<file path="config.mk">
export PLATFORM = sky130hd
export DESIGN_NAME = compressed_lwsp_loader
export DESIGN_NICKNAME = d
export VERILOG_FILES = /design/src/rtl/compressed_lwsp_loader.sv
export SDC_FILE = /design/constraint.sdc
export NUM_CORES = 1
export LEC_CHECK = 0
export ABC_AREA = 0
export CAP_MARGIN = 20
export CORE_ASPECT_RATIO = 0.6
export CORE_MARGIN = 2
export CORE_UTILIZATION = 25
export DETAILED_ROUTE_END_ITERATION = 10
export GPL_TIMING_DRIVEN = 1
export HOLD_SLACK_MARGIN = 0.12
export PLACE_DENSITY = 0.58
export SLEW_MARGIN = 10
export SYNTH_ARGS = -nofsm -noshare
export SYNTH_HDL_FRONTEND = slang
export SYNTH_SLANG_ARGS = --single-unit
</file>
<file path="constraint.sdc">
create_clock -name iCLK -period 1.8 [get_ports iCLK]
set_input_delay 0.27 -clock iCLK [delete_from_list [all_inputs] [get_ports iCLK]]
set_output_delay 0.27 -clock iCLK [all_outputs]
set_load 0.01 [all_outputs]
</file>
<file path="src/rtl/compressed_lwsp_loader.sv">
// compressed_lwsp_loader: executes one RVC c.lwsp instruction.
// Decodes the 16-bit word and forms the stack-relative byte address.
// Issues a single RAM word read with a bounded wait for the data.
// Writes the returned word back to rd; errors end in a one-cycle ERR pulse.
module compressed_lwsp_loader (
  input  logic        iCLK,
  input  logic        iRST,
  input  logic        iSTART,
  input  logic [15:0] iIR,
  input  logic [31:0] iRS1,
  output logic [4:0]  oRS1,
  output logic        oRAM_CE,
  output logic        oRAM_RD,
  output logic        oRAM_WR,
  output logic [7:0]  oRAM_ADDR,
  input  logic        iRAM_GNT,
  input  logic        iRAM_RVALID,
  input  logic [31:0] iRAM_DATA,
  output logic [4:0]  oRD,
  output logic [31:0] oRD_DATA,
  output logic        oRD_WE,
  output logic        oBUSY,
  output logic        oDONE,
  output logic        oILLEGAL,
  output logic        oFAULT
);

  typedef enum logic [2:0] {
    S_IDLE = 3'd0,
    S_REQ  = 3'd1,
    S_WAIT = 3'd2,
    S_WB   = 3'd3,
    S_ERR  = 3'd4
  } state_t;

  // Last WAIT cycle index; the 15th WAIT cycle without data ends the read.
  localparam logic [3:0] WAIT_LAST = 4'd14;

  state_t      state_q, state_d;
  logic [4:0]  rd_q, rd_d;          // rd of the accepted instruction
  logic [7:0]  addr_q, addr_d;      // word address of the accepted instruction
  logic [3:0]  cnt_q, cnt_d;        // WAIT cycle counter
  logic        ill_q, ill_d;        // ERR cause: 1 = illegal, 0 = fault
  logic [4:0]  rd_out_q, rd_out_d;  // rd presented with the last write-back
  logic [31:0] data_q, data_d;      // word presented with the last write-back

  logic        dec_legal;
  logic [7:0]  dec_offset;
  logic [31:0] byte_addr;
  logic        misaligned;
  logic        addr_hi_unused;

  // Decode of the live instruction word; only consulted when a start is accepted.
  assign dec_legal  = (iIR[1:0] == 2'b10) && (iIR[15:13] == 3'b010) &&
                      (iIR[11:7] != 5'd0);
  assign dec_offset = {iIR[3:2], iIR[12], iIR[6:4], 2'b00};
  assign byte_addr  = iRS1 + {24'h0, dec_offset};
  assign misaligned = |byte_addr[1:0];
  // RAM is word addressed over 256 words; upper address bits are discarded.
  assign addr_hi_unused = ^byte_addr[31:10];

  // State and datapath registers; reset clears everything, including held outputs.
  always_ff @(posedge iCLK) begin
    if (iRST) begin
      state_q  <= S_IDLE;
      rd_q     <= 5'd0;
      addr_q   <= 8'd0;
      cnt_q    <= 4'd0;
      ill_q    <= 1'b0;
      rd_out_q <= 5'd0;
      data_q   <= 32'h0;
    end else begin
      state_q  <= state_d;
      rd_q     <= rd_d;
      addr_q   <= addr_d;
      cnt_q    <= cnt_d;
      ill_q    <= ill_d;
      rd_out_q <= rd_out_d;
      data_q   <= data_d;
    end
  end

  // Next-state logic: accept, request, wait with timeout, write back or error.
  always_comb begin
    state_d  = state_q;
    rd_d     = rd_q;
    addr_d   = addr_q;
    cnt_d    = cnt_q;
    ill_d    = ill_q;
    rd_out_d = rd_out_q;
    data_d   = data_q;
    unique case (state_q)
      S_IDLE: begin
        if (iSTART) begin
          rd_d   = iIR[11:7];
          addr_d = byte_addr[9:2];
          if (!dec_legal) begin
            ill_d   = 1'b1;
            state_d = S_ERR;
          end else if (misaligned) begin
            ill_d   = 1'b0;
            state_d = S_ERR;
          end else begin
            state_d = S_REQ;
          end
        end
      end
      S_REQ: begin
        if (iRAM_GNT) begin
          cnt_d   = 4'd0;
          state_d = S_WAIT;
        end
      end
      S_WAIT: begin
        if (iRAM_RVALID) begin
          data_d   = iRAM_DATA;
          rd_out_d = rd_q;
          state_d  = S_WB;
        end else if (cnt_q == WAIT_LAST) begin
          ill_d   = 1'b0;
          state_d = S_ERR;
        end else begin
          cnt_d = cnt_q + 4'd1;
        end
      end
      S_WB:    state_d = S_IDLE;
      S_ERR:   state_d = S_IDLE;
      default: state_d = S_IDLE;
    endcase
  end

  assign oRS1      = 5'h2;
  assign oRAM_WR   = 1'b0;
  assign oRAM_CE   = (state_q == S_REQ);
  assign oRAM_RD   = (state_q == S_REQ);
  assign oRAM_ADDR = addr_q;
  assign oRD       = rd_out_q;
  assign oRD_DATA  = data_q;
  assign oRD_WE    = (state_q == S_WB);
  assign oDONE     = (state_q == S_WB);
  assign oBUSY     = (state_q != S_IDLE);
  assign oILLEGAL  = (state_q == S_ERR) && ill_q;
  assign oFAULT    = (state_q == S_ERR) && !ill_q;

endmodule

</file>
==> flow_summary.json, run 1 <==
{
  "grt_pass1_wl_mm": 11.9,
  "worstSetupPathType": "input pin to register",
  "min_path_type": "input pin to register",
  "layout_min_cycle_time_ps": 1800,
  "gp_congestion": 0.793,
  "synth-seq-cells": 58,
  "vias_per_cell": 4.38,
  "initial_utilization": 0.259,
  "outcome": "finished clean",
  "drt-total-wl_mm": 7.32,
  "yosysTopAreaCellShare": 0.452,
  "place_ws_ps": -449,
  "cts_tree": "done",
  "synthDistinctLibCells": 40,
  "clock_path_buffers": 2,
  "cp.required_ps": 2030,
  "grt_pass1_vias": 2463,
  "insertion_delay_ps": 320,
  "cts_buffers": 9,
  "rr_worst_depth": 5,
  "r2r_end": "cnt_q[1]",
  "clockRootBuffer": "clkbuf_16",
  "grt_max_degree": 46,
  "boundaryPins": 143,
  "setup_tns_ps": 0,
  "wl_per_cell_um": 12.6,
  "syn_to_final_growth_pct": 65.3,
  "min_from": "iRST",
  "period_share": 0.997,
  "p_per_area_mw_per_mm2": 767,
  "arrival_ps": 2030,
  "dieArea_mm2": 0.0111,
  "maxCapViolations": 0,
  "nets": 534,
  "hold_depth": 2,
  "num_rows": 28,
  "synth_top_flop_cell": "dfxtp_1",
  "portBuffers": 114,
  "drc": 0,
  "drt_iter0_markers": 103,
  "clk_pin_slew_ps": 50,
  "clock_skew_ps": 9.24,
  "yosys-top-cells-area": "dfxtp_1 45%, nand2_1 14%, a21oi_1 10%",
  "finalMaxSlewViolations": 0,
  "grt.total_usage": 0.137,
  "clkSinkCount": 58,
  "leakage_nw": 1.61,
  "fin_ws_ps": 4.96,
  "r2r-start": "state_q[2]",
  "utilization": 0.429,
  "syn_avg_cell_area_um2": 8.01,
  "fp.dieH_um": 82.6,
  "grt-ovfl-total": 0,
  "cts_hold_buf": 0,
  "relSlewSlack": 0.667,
  "synth_largest_area_cell": "dfxtp_1",
  "critical_path.max_fanout": 3,
  "final_antenna_net_count": 0,
  "drive_gt1_frac": 0.106,
  "syn_inst": 321,
  "report.final.hold_viol_count": 0,
  "r2r_setup_slack_ps": 300,
  "grt_antenna_before_repair": 0,
  "holdPathEnd": "state_q[2]",
  "async_flop_share": 0,
  "core-area_mm2": 0.00991,
  "total_power_mw": 3.26,
  "synth-edff-count": 0,
  "worstMarginPinSlew_ps": 500,
  "yosysSeqAreaShare": 0.452,
  "fmax_mhz": 557,
  "start_kind": "input pin",
  "dr.pass1.iters": 4,
  "crit_path_end_kind": "register",
  "cts_max_level": 3,
  "setup_viol": 0,
  "dieWidth_um": 135,
  "dp_hpwl_mm": 5.19,
  "syn_area_mm2": 0.00257,
  "routed-via-count": 2538,
  "diodes": 0,
  "yosys_warnings": 0,
  "ir_worst_vdd_uv": 406
}
## synthesized netlist by cell type (2+ instances only)
master / instances
clkbuf_1: 9
a21oi_1: 52
nand3b_1: 2
conb_1: 2
or4_1: 3
buf_2: 5
xnor2_1: 2
or3_1: 4
nand3_1: 11
nand2_1: 93
a211oi_1: 5
nor2_1: 12
nand2b_1: 2
nor4b_1: 2
a31oi_1: 2
o21bai_1: 3
nand4_1: 2
o21ai_0: 5
mux2i_1: 2
buf_4: 12
dfxtp_1: 58
ha_1: 8
nor3_1: 3
inv_1: 4
a21o_1: 3
## report_power, final
| part | internal, mW | total [mW] | switching, mW | leakage (nW) |
|---|---|---|---|---|
| clock | 0.959 | 1.50 | 0.538 | 0.133 |
| sequential | 1.31 | 1.33 | 0.0195 | 0.472 |
| combinational | 0.251 | 0.428 | 0.178 | 1.00 |
## sequential cells by signal (all words and copies together), names as in the netlist
register,flops
oRAM_ADDR,8
ill_q,1
oRD_DATA,32
oRD,5
rd_q,5
state_q,3
cnt_q,4
## worst max-delay path by stage
stage                       from            to  cells past startpoint  slack [ps]
after floorplan           iIR[4]  oRAM_ADDR[6]                      7         120
after global placement    iIR[4]  oRAM_ADDR[6]                      8        -430
after detailed placement  iIR[4]  oRAM_ADDR[6]                      8        -450
after CTS                 iIR[5]  oRAM_ADDR[7]                      7          10
after global routing      iIR[6]  oRAM_ADDR[7]                      7         -30
final                     iIR[6]  oRAM_ADDR[7]                      7           5
## worst max-delay path, cell delays in order
cell,delay (ps)
clkdlybuf4s50_1,460
ha_4,310
o21ai_2,60
o21bai_2,160
a31oi_1,120
or3_1,390
a311oi_2,250
## final cells by class
class                      count  area (µm²)
fill                         998        5670
clock buffer                  13         250
timing repair buffer         131        1300
multi-input combinational    236        1330
clock inverter                 3        15.0
tap                          135         169
sequential                    58        1170
inverter                       4        15.0
## repair_timing
item / CTS / global route
hold endpoints to repair: 0 / 0
setup endpoints to repair: 10 / 4
pin swaps: 1 / 9
gates resized for setup: 13 / 18
buffers inserted: 0 / 1
## layer usage
layer	part of all wire	global-route usage
met1	0.51	0.185
met2	0.41	0.205
met3	0.077	0.0623
met4	0.0015	0.0221
met5	0	0
## stage by stage
step                instance area (µm²)  std cells  hold slack, ps
global placement                   3880        563             441
finish                             4250        580             300
floorplan                          2590        325             406
CTS                                4170        579             289
global route                       4250        580             300
detailed placement                 3880        563             446
## logic make-up after synthesis
group,Yosys count,share of synthesized area
other,2,0.00292
AND/OR/NAND/NOR,141,0.252
buffers and inverters,31,0.0652
AO/OA/AOI/OAI,75,0.164
multiplexers,2,0.00779
XOR/XNOR,3,0.0102
adder cells (fa/ha/maj),9,0.0467
flip-flops,58,0.452
## placed cells by master (no fill, tap or decap), types with 3 or more instances in the layout
cell and count:
clkdlybuf4s50_1 101, nand2_1 93, dfxtp_1 55, a21oi_1 51
buf_4 14, nor2_1 12, nand3_1 11, clkbuf_16 9
dlymetal6s2s_1 7, conb_1 6, ha_1 5, dlygate4sd2_1 5
inv_1 4, or3_1 4, o21ai_0 4, or4_1 3
nor3_1 3, a21o_1 3, a211oi_1 3, clkbuf_1 3
clkinv_2 3
Power figures use the tool's default switching activity.
==> inputs of run 2 (changes only) <==
PLACE_DENSITY = 0.56   (was 0.58)
clock period = 1.7 ns   (was 1.8 ns; I/O delays follow)
==> run 2 against run 1 <==
  * Worst setup slack improved by 17 ps
  * Non-clock buffer count grew 9
  * Die area unchanged
  * Critical path depth decreased by 2
  * First-iteration DRC count is 6.8% lower
  * Final cell count rose by 1.4%
  * Flip-flop and latch count is the same
  * Power rose by 12%
==> flow_summary.json, run 2 (same netlist as run 1, synthesis figures left out) <==
{
  "clk_pin_slew_ps": 50,
  "layout_min_cycle_time_ps": 1680,
  "report.final.hold_viol_count": 0,
  "drive_gt1_frac": 0.124,
  "grtUsageMet2": 0.222,
  "clockRootBuffer": "clkbuf_16",
  "grt_pass1_wl_mm": 12.1,
  "routed-via-count": 2602,
  "worstPathCellList": "clkdlybuf4s50_1, or4_4, o211a_4, or3_1, mux2i_1",
  "hold_slack_ps": 257,
  "grt_antenna_before_repair": 0,
  "initial_utilization": 0.259,
  "outcome": "finished clean",
  "dieArea_mm2": 0.0111,
  "start_kind": "input pin",
  "nets": 543,
  "crit_cells": 5,
  "boundaryPins": 143,
  "finalMaxSlewViolations": 0,
  "dieWidth_um": 135,
  "num_rows": 28,
  "grt-busiest-layer": "met2",
  "cp_num_buf_inv": 1,
  "dr.pass1.iters": 4,
  "cp.required_ps": 1950,
  "largest_reg_flops": 32,
  "cts_tree": "done",
  "ir_worst_vdd_uv": 481,
  "clock_skew_ps": 5.12,
  "most-common-layout-cells": "98 x clkdlybuf4s50_1, 93 x nand2_1, 55 x dfxtp_1",
  "drt_iter0_markers": 96,
  "dp_hpwl_mm": 5.52,
  "placed_cell_area_mm2": 0.00394,
  "fp.dieH_um": 82.6,
  "insertion_delay_ps": 320,
  "p_per_area_mw_per_mm2": 850,
  "fmax_mhz": 596,
  "drc": 0,
  "period_share": 0.987,
  "final_antenna_net_count": 0,
  "grtUsageMet3": 0.0525,
  "portBuffers": 114,
  "vias_per_cell": 4.43,
  "worstSetupPathType": "input pin to register",
  "grt.total_usage": 0.140,
  "diodes": 0,
  "rr_worst_depth": 5,
  "min_path_type": "input pin to register",
  "crit_path_end_kind": "register",
  "grt_max_degree": 38,
  "leakage_nw": 1.61,
  "cts_max_level": 3,
  "clkSinkCount": 58,
  "finalInstanceArea_mm2": 0.00431,
  "clock_path_buffers": 2,
  "arrival_ps": 1930,
  "grt_pass1_vias": 2527,
  "cpLargestDelayFamily": "simple AND/OR/NAND/NOR gates",
  "setup_viol": 0,
  "drt-total-wl_mm": 7.45,
  "critical_path.max_fanout": 3,
  "maxCapViolations": 0,
  "slowest_delay_ps": 540,
  "syn_to_final_growth_pct": 67.7,
  "grt_use_met1": 0.178,
  "slowest_stage": "or4_4",
  "hold_depth": 2,
  "wl_per_cell_um": 12.7,
  "layout.cells.most_common": "clkdlybuf4s50_1",
  "total_power_mw": 3.66,
  "gp_congestion": 0.843,
  "core-area_mm2": 0.00991,
  "cts_buffers": 9,
  "grt-ovfl-total": 0
}
run 2: changes by cell type in the layout (fill, tap and decap cells not counted), moves of 2 or more:
cell             previous run  this run
buf_4                      14        24
clkbuf_8                    1         3
clkinv_2                    3         1
dlygate4sd2_1               5        15
clkdlybuf4s50_1           101        98
clkbuf_1                    3         1
dlymetal6s2s_1              7         0
run 2: final timing paths:
check	startpoint	end	slack, ps
max reg2reg	state_q[1]	oRD_DATA[28]	190
min	iRST	state_q[2]	260
min reg2reg	oRD_DATA[1]	oRD_DATA[1]	450
max	iIR[7]	ill_q	20
run 2: per-layer routing:
| metal | wire [µm] | share of wire |
|---|---|---|
| met1 | 3550 | 0.48 |
| met2 | 3310 | 0.44 |
| met3 | 489 | 0.066 |
| met4 | 93 | 0.012 |
| met5 | 0 | 0 |
run 2: metrics by stage:
stage	setup TNS, ps	setup slack (ps)	cells	utilization
final	0	21.8	588	0.435
after global placement	-2750	-486	572	0.397
after floorplan	0	38.1	325	-
after detailed placement	-3000	-551	572	0.397
after CTS	0	2.44	588	0.433
after global routing	-10.1	-10.1	588	0.435
run 2: final cells by class:
| type | instances | area, µm² |
|---|---|---|
| tap | 135 | 169 |
| clock buffer | 13 | 270 |
| inverter | 4 | 15.0 |
| timing repair buffer | 140 | 1330 |
| sequential | 58 | 1170 |
| fill | 970 | 5600 |
| multi-input combinational | 236 | 1330 |
| clock inverter | 2 | 35.0 |
run 2: worst register-to-register path, stage by stage (launching register included):
cell,delay (ps)
dfxtp_4,390
nor3b_1,380
and2_1,240
buf_12,210
nand2_1,100
a21oi_1,130
run 2: report_power, final:
part	leakage [nW]	switching [mW]	total (mW)	internal, mW
clock	0.152	0.567	1.81	1.24
combinational	0.985	0.180	0.447	0.267
sequential	0.472	0.0200	1.41	1.39
total	1.61	0.766	3.66	2.90
run 2: repair_timing:
item | CTS | global route
hold buffers | 0 | 0
setup buffers | 1 | 0
endpoints found under the setup margin | 12 | 4
gates resized for setup | 30 | 4
pin swaps | 8 | 2
